### config.mk
export PLATFORM = sky130hd
export DESIGN_NAME = bnn_cvt01_cfu
export DESIGN_NICKNAME = d
export VERILOG_FILES = /design/src/rtl/bnn_cvt01_cfu.sv
export SDC_FILE = /design/constraint.sdc
export NUM_CORES = 1
export LEC_CHECK = 0
export CORE_AREA = 2 2 65 74
export DETAILED_ROUTE_END_ITERATION = 12
export DIE_AREA = 0 0 67 76
export GPL_TIMING_DRIVEN = 0
export PLACE_DENSITY = 0.8
export SYNTH_ARGS = -nofsm -noshare
export SYNTH_HDL_FRONTEND = slang
export SYNTH_SLANG_ARGS = --single-unit
export TNS_END_PERCENT = 5
### constraint.sdc
create_clock -name vclk -period 5.6
set_input_delay 0.56 -clock vclk [all_inputs]
set_output_delay 0.56 -clock vclk [all_outputs]
set_load 0.03 [all_outputs]
### src/rtl/bnn_cvt01_cfu.sv
// CFU-L1 binary-neural-net dot-product unit: XNOR-popcount of two operands
// behind a CFU-L1 handshake adapter with an optional one-entry response register.

module bnn_cvt01_cfu #(
    parameter int CFU_N_CFUS    = 1,
    parameter int CFU_N_STATES  = 0,
    parameter int CFU_LAT       = 0,
    parameter int CFU_RESET     = 0,
    parameter int CFU_FUNC_ID_W = 0,
    parameter int CFU_DATA_W    = 32
) (
    input  logic                                                 clk,
    input  logic                                                 rst,
    input  logic                                                 clk_en,
    input  logic                                                 req_valid,
    output logic                                                 req_ready,
    input  logic                                                 req_cfu,
    input  logic                                                 req_state,
    input  logic [((CFU_FUNC_ID_W > 0) ? CFU_FUNC_ID_W : 1)-1:0] req_func,
    input  logic [CFU_DATA_W-1:0]                                req_data0,
    input  logic [CFU_DATA_W-1:0]                                req_data1,
    output logic                                                 resp_valid,
    input  logic                                                 resp_ready,
    output logic [2:0]                                           resp_status,
    output logic [CFU_DATA_W-1:0]                                resp_data
);

    localparam int CNT_W = $clog2(CFU_DATA_W + 1);
    localparam logic [2:0] ST_OK     = 3'd0;
    localparam logic [2:0] ST_ERR_OP = 3'd2;
    localparam int unused_cfu_reset  = CFU_RESET;

    if (CFU_N_CFUS != 1) begin : g_bad_n_cfus
        $error("bnn_cvt01_cfu: CFU_N_CFUS must be 1");
    end
    if (CFU_N_STATES != 0) begin : g_bad_n_states
        $error("bnn_cvt01_cfu: CFU_N_STATES must be 0");
    end
    if (CFU_LAT != 0 && CFU_LAT != 1) begin : g_bad_lat
        $error("bnn_cvt01_cfu: CFU_LAT must be 0 or 1");
    end
    if (CFU_DATA_W != 32 && CFU_DATA_W != 64) begin : g_bad_data_w
        $error("bnn_cvt01_cfu: CFU_DATA_W must be 32 or 64");
    end

    // CFU ID and state ID are decoded away; only one unit and no state contexts exist.
    logic unused_req_fields;
    assign unused_req_fields = ^{req_cfu, req_state, req_func};

    // L0 core: agreement bits between the two +/-1 vectors, then count them.
    logic [CFU_DATA_W-1:0] match_bits;
    logic [CNT_W-1:0]      pop_cnt;
    logic                  func_ok;
    logic [CFU_DATA_W-1:0] core_data;
    logic [2:0]            core_status;

    assign match_bits = ~(req_data0 ^ req_data1);

    always_comb begin
        pop_cnt = '0;
        for (int i = 0; i < CFU_DATA_W; i++) begin
            pop_cnt = pop_cnt + CNT_W'(match_bits[i]);
        end
    end

    if (CFU_FUNC_ID_W > 0) begin : g_func_decode
        assign func_ok = (req_func == '0);
    end else begin : g_single_func
        assign func_ok = 1'b1;
    end

    assign core_data   = func_ok ? {{(CFU_DATA_W - CNT_W){1'b0}}, pop_cnt} : '0;
    assign core_status = func_ok ? ST_OK : ST_ERR_OP;

    // L1 adapter
    if (CFU_LAT == 0) begin : g_lat0
        logic unused_seq;
        assign unused_seq  = ^{clk, rst, clk_en};

        assign req_ready   = resp_ready;
        assign resp_valid  = req_valid;
        assign resp_data   = core_data;
        assign resp_status = core_status;
    end else begin : g_lat1
        logic                  out_valid;
        logic [CFU_DATA_W-1:0] out_data;
        logic [2:0]            out_status;
        logic                  req_accept;
        logic                  resp_take;

        assign req_ready  = !out_valid || resp_ready;
        assign req_accept = req_valid && req_ready;
        assign resp_take  = out_valid && resp_ready;

        // A same-cycle consume and accept reloads the register and keeps it valid.
        always_ff @(posedge clk or posedge rst) begin
            if (rst) begin
                out_valid  <= 1'b0;
                out_data   <= '0;
                out_status <= ST_OK;
            end else if (clk_en) begin
                if (req_accept) begin
                    out_valid  <= 1'b1;
                    out_data   <= core_data;
                    out_status <= core_status;
                end else if (resp_take) begin
                    out_valid  <= 1'b0;
                end
            end
        end

        assign resp_valid  = out_valid;
        assign resp_data   = out_data;
        assign resp_status = out_status;
    end

endmodule

After elaboration in Yosys (flattened, before gate mapping)
Cells that the tools add are included.
W data, S select, Z words.
{ "op_classes": {"addsub": 31, "bitwise": 2} }
{ "ops": {"columns": ["op", "count"], "rows": [
  ["$add A6 B1 Y6", 26],
  ["$not A32 Y32", 1],
  ["$xor A32 B32 Y32", 1],
  ["$add A5 B1 Y6", 1],
  ["$add A4 B1 Y5", 1],
  ["$add A3 B1 Y4", 1],
  ["$add A2 B1 Y3", 1],
  ["$add A1 B1 Y2", 1]
]} }
{ "word_totals": {"regBits": 0, "input_bits": 72, "output_inout_bits": 37, "elab_cells": 33} }

Longest topological paths before layout
Gate-level depths: netlist of run 1.
{ "logic_depth": {"ltp_word": 33, "mapped_depth": 16, "ltp_nobuf": 16} }

Worst setup path after synthesis of run 1
No wires, ideal clock.
{ "synth_timing": {"kind": "input port to output port", "start": "input req_data1[11]", "end": "output resp_data[4]", "arrival_time_ps": 5117, "required_time_ps": 5040, "setup_slack_ps": -77, "path_stages": 15, "path_buffers": 0, "path_cell_list": "xor2_1 > fa_1 > inv_1 > fa_1 > inv_1 > fa_1 > fa_1 > fa_1 > inv_1 > fa_1 > ha_1 > fa_1 > a21o_1 > a21oi_2 > xnor2_1"} }
{ "synth_via": {"elab_chain_cells": 23} }
{ "synth_lines": {"columns": ["item", "line", "source"], "rows": [
  ["from (decl)", "21", "input logic [CFU_DATA_W-1:0] req_data1,"],
  ["$xor A32 B32 Y32", "57", "assign match_bits = ~(req_data0 ^ req_data1);"],
  ["$not A32 Y32", "57", null],
  ["$add A6 B1 Y6 (21 in series)", "62", "pop_cnt = pop_cnt + CNT_W'(match_bits[i]);"],
  ["to (decl)", "25", "output logic [CFU_DATA_W-1:0] resp_data"]
]} }
Every way passes these cells.

Worst setup path in the final report of run 1
{ "layout_timing": {"start": "input req_data1[0]", "end": "output resp_data[4]"} }
{ "layout_via": {"elab_chain_cells": 33} }
{ "layout_lines": {"columns": ["item", "line"], "rows": [
  ["$xor A32 B32 Y32", "57"],
  ["$not A32 Y32", "57"],
  ["$add A1 B1 Y2", "62"],
  ["$add A2 B1 Y3", "62"],
  ["$add A3 B1 Y4", "62"],
  ["$add A4 B1 Y5", "62"],
  ["$add A5 B1 Y6", "62"],
  ["$add A6 B1 Y6 (26 in series)", "62"]
]} }
Every way passes these cells.

==> impl_metrics.csv, run 1 <==
group,metric,value,unit
placed_design,io_buffers,72,
layout,nNetsFinal,342,
critical_path,cp.arrival,5.22,ns
sta,min_period,5.78,ns
grt,grt_usage,0.0978,
grt,grt_overflow_total,0,
worst_hold_path,min_path_type,"input pin to output pin",
layout,num-fill-cells,440,
sta,grt_setup_unrepaired,"yes",
routing,via_per_inst,3.58,
floorplan,die_area,5090,um2
routing,dr.pass1.iters,4,
critical_path,crit_fanout,2,
logic_synthesis,yosys-top-cells-area,"fa_1 38%, buf_4 18%, xor2_1 12%, xnor2_1 12%, inv_1 8.6%",
floorplan,coreArea,4420,um2
placed_design,hpwl,2300,um
routing,dr.first_iter.drc_count,8,
logic_synthesis,syn_area,1260,um2
logic_synthesis,ys_types,11,
floorplan,die_x,67,um
critical_path,worstPathRequired,5.04,ns
grt,grt_max_degree,4,
sta,period_share,1.03,
critical_path,start_kind,"input pin",
critical_path,crit_path_end_kind,"output pin",
clock_tree,cts_hold_buf,0,
routing,ant_nets,0,
layout,n_clock_buffer,0,
worst_hold_path,whs_path_depth,2,
status,violations,"setup timing",
logic_synthesis,yosys_warnings,0,
run,cap_violations,0,
sta,fin_ws,-0.175,ns
grt,grt_pass1_wl,4130,um
sta,setup_tns,-0.324,ns
layout,diodes,0,
logic_synthesis,synth_area_per_cell,9.44,um2
status,status,"finished with violations",
floorplan,die_h,76,um
sta,fmax,0.173,GHz
sta,finalSetupViolations,3,
routing,wl_per_cell,8.28,um
logic_synthesis,seq_area_frac_synth,0,
layout,seq_cell_count,0,
layout,syn2layout_area_growth,71.6,%
logic_synthesis,synth_cells,134,
sta,final-hold-violation-count,0,
floorplan,ioPinCount,109,
routing,vias,1050,
layout,multi_input_area,1120,um2
routing,drt-total-wl,2430,um
layout,drive_gt1_frac,0.371,
logic_synthesis,synth_largest_area_cell,"fa_1",
placed_design,place_congestion,0.676,
critical_path,critPathKind,"input pin to output pin",
floorplan,rows,26,
floorplan,start_util,0.286,
sta,drv_slew,0,
placed_design,post-place-ws,-1.23,ns
grt,grt_pass1_vias,1033,
logic_synthesis,synthDominantCellAreaShare,0.380,
routing,drc,0,
grt,antenna_found_initial,0,
layout,seq_area,0,um2
==> worst max-delay path, cell delays in order <==
cell	delay [ns]
clkbuf_2	0.10
xnor2_2	0.13
fa_1	0.56
inv_2	0.05
fa_1	0.51
fa_1	0.52
fa_1	0.52
fa_1	0.56
inv_2	0.04
fa_1	0.47
ha_2	0.21
fa_2	0.34
a21o_1	0.19
a21oi_2	0.17
xnor2_2	0.13
buf_6	0.15
==> cell type report <==
class	count	area share
inverters	29	0.0501
repair buffers	75	0.293
plain buffers	31	0.107
multi-input cells	102	0.518
well taps	56	0.0323
==> logic make-up (layout without fill, tap and decap cells) <==
| group | after synthesis | count (layout) | synth area share |
|---|---|---|---|
| buffers and inverters | 60 | 135 | 0.270 |
| other | 1 | 29 | 0.00296 |
| adders and majority gates | 31 | 31 | 0.449 |
| and+or+nand+nor | 2 | 2 | 0.00594 |
| xor gates and xnor gates | 35 | 35 | 0.242 |
| AOI/OAI and AO/OA | 5 | 5 | 0.0297 |
==> path summary, 6_finish.rpt <==
check | start | end | slack, ns
setup / recovery | req_data1[0] | resp_data[4] | -0.18
hold / removal | req_valid | resp_valid | 1.80
==> per-stage QoR <==
stage / instance area [um2] / hold slack (ns) / util / std cells
final: 2170 / 1.80 / 0.491 / 293
after global routing: 2170 / 1.82 / 0.491 / 293
after CTS: 2180 / 1.80 / 0.493 / 291
after detailed placement: 2170 / 1.80 / 0.490 / 290
after global placement: 2170 / 1.80 / 0.490 / 290
after floorplan: 1380 / 1.25 / - / 162
==> metal layers <==
layer | routed length [um] | global-route usage
met1 | 724 | 0.105
met2 | 1430 | 0.207
met3 | 273 | 0.00739
met4 | 0 | 0
met5 | 0 | 0
==> timing repair <==
item                                    4_1_cts  5_1_grt
endpoints found under the setup margin        6        6
pin swaps                                    31       27
gates resized for setup                     111       44
setup buffers                                 1        2
==> cells in the final DEF (no fill, tap or decap), drive strengths merged <==
master and instances:
buf 52, clkdlybuf4s50 36, conb 29, inv 29
fa 24, xor2 18, xnor2 17, clkbuf 14
ha 7, clkdlybuf4s15 3, a21o 2, a21oi 2
nand2 2, o21ai 1, dlymetal6s2s 1
==> synth_stat cells <==
cell,number
inv_1,29
fa_1,24
nand2_1,2
xor2_1,18
buf_4,31
conb_1,1
a21oi_2,2
a21o_1,2
xnor2_1,17
ha_1,7
o21ai_0,1
Power of run 1 is not shown: default switching activity piles up to over one toggle a cycle in this logic, so the estimate is an artifact.
==> run 2, diff against run 1 <==
--- a/config.mk
+++ b/config.mk
@@ -9,6 +9,7 @@
 export DETAILED_ROUTE_END_ITERATION = 12
 export DIE_AREA = 0 0 67 76
 export GPL_TIMING_DRIVEN = 0
+export MAX_ROUTING_LAYER = met4
 export PLACE_DENSITY = 0.8
 export SYNTH_ARGS = -nofsm -noshare
 export SYNTH_HDL_FRONTEND = slang
==> run 2 against run 1 <==
The flow still finishes with violations (setup timing). Final area did not move. Sequential share of layout area did not move. Core utilization did not move. Count of clock-buffer cells in the layout did not move. Die area did not move. Hold slack did not move. Routed wire length did not move. Highest routed layer unchanged.
==> impl_metrics.csv, run 2 (synthesis results as in run 1) <==
group,metric,value,unit
status,status,"finished with violations",
status,violations,"setup timing",
layout,syn2layout_area_growth,71.6,%
layout,multi_input_area,1120,um2
critical_path,cp.arrival,5.22,ns
critical_path,critPathMostFrequentCell,"fa_1",
floorplan,die_area,5090,um2
critical_path,crit_path_end_kind,"output pin",
sta,grt_setup_unrepaired,"yes",
sta,min_period,5.78,ns
floorplan,start_util,0.286,
layout,seq_area,0,um2
sta,finalSetupViolations,3,
run,cap_violations,0,
grt,grt_overflow_total,0,
floorplan,die_h,76,um
layout,final_util,0.491,
layout,nNetsFinal,342,
routing,ant_nets,0,
grt,antenna_found_initial,0,
sta,drv_slew,0,
grt,grt_usage,0.100,
critical_path,critPathTopFamily,"adder cells",
placed_design,io_buffers,72,
critical_path,crit_path_cell_trace,"clkbuf_2 > xnor2_2 > fa_1 > inv_2 > fa_1 > fa_1 > fa_1 > fa_1 > inv_2 > fa_1 > ha_2 > fa_2 > a21o_1 > a21oi_2 > xnor2_2 > buf_6",
routing,dr.first_iter.drc_count,8,
grt,grt_max_degree,4,
critical_path,start_kind,"input pin",
routing,drc,0,
critical_path,critPathKind,"input pin to output pin",
layout,final_common_cell,"buf_4",
layout,mostFrequentLayoutCells,"37 x buf_4, 36 x clkdlybuf4s50_1, 29 x conb_1",
floorplan,coreArea,4420,um2
sta,fin_ws,-0.175,ns
floorplan,rows,26,
placed_design,place_inst,290,
critical_path,worstPathRequired,5.04,ns
floorplan,die_x,67,um
layout,seq_cell_count,0,
grt,grt_pass1_vias,1033,
critical_path,slowest_delay,0.56,ns
sta,final-hold-violation-count,0,
placed_design,placed_area,2170,um2
routing,dr.pass1.iters,4,
routing,drt-total-wl,2430,um
floorplan,ioPinCount,109,
layout,num-fill-cells,440,
placed_design,hpwl,2300,um
sta,period_share,1.03,
routing,wl_per_cell,8.28,um
critical_path,crit_fanout,2,
placed_design,place_congestion,0.682,
layout,diodes,0,
worst_hold_path,min_path_type,"input pin to output pin",
critical_path,critPathSlowestCell,"fa_1",
routing,via_per_inst,3.58,
layout,drive_gt1_frac,0.371,
layout,final_area,2170,um2
sta,fmax,0.173,GHz
critical_path,path_buf_inv,4,
routing,vias,1050,
clock_tree,cts_hold_buf,0,
layout,n_clock_buffer,0,
layout,instances_no_fill,293,
grt,grt_pass1_wl,4130,um
run 2: cell counts in the layout (fill, tap and decap cells not counted):
Identical to the previous run, type by type.
run 2: per-stage QoR:
stage,TNS [ns],worst slack (ns),hold WS (ns)
finish,-0.324,-0.175,1.80
floorplan,0,0.00568,1.25
global placement,-4.67,-1.20,1.80
global route,-0.965,-0.343,1.82
CTS,-0.455,-0.249,1.80
detailed placement,-4.78,-1.23,1.80
run 2: layer usage:
| layer | routed length, um | track usage | vias up |
|---|---|---|---|
| met5 | 0 | - | - |
| met4 | 0 | 0 | 0 |
| met3 | 264 | 0.00591 | 0 |
| met2 | 1430 | 0.207 | 59 |
| met1 | 733 | 0.106 | 465 |
| li1 | - | - | 526 |
run 2: final timing paths:
check                     from            to  slack (ns)  cells past startpoint
setup / recovery  req_data1[0]  resp_data[4]       -0.18                     16
hold / removal       req_valid    resp_valid        1.80                      2
run 2: cell type report:
type / instances / area share
timing repair buffer: 75 / 0.293
tap: 56 / 0.0323
inverter: 29 / 0.0501
buffer: 31 / 0.107
multi-input combinational: 102 / 0.518
run 2: repair_timing:
action / 4_1_cts / 5_1_grt
cloned: 0 / 0
endpoints found under the setup margin: 6 / 6
pin swaps: 31 / 27
buffers inserted: 1 / 2
resized for setup: 111 / 44
Power of run 2 is left out for the same reason.
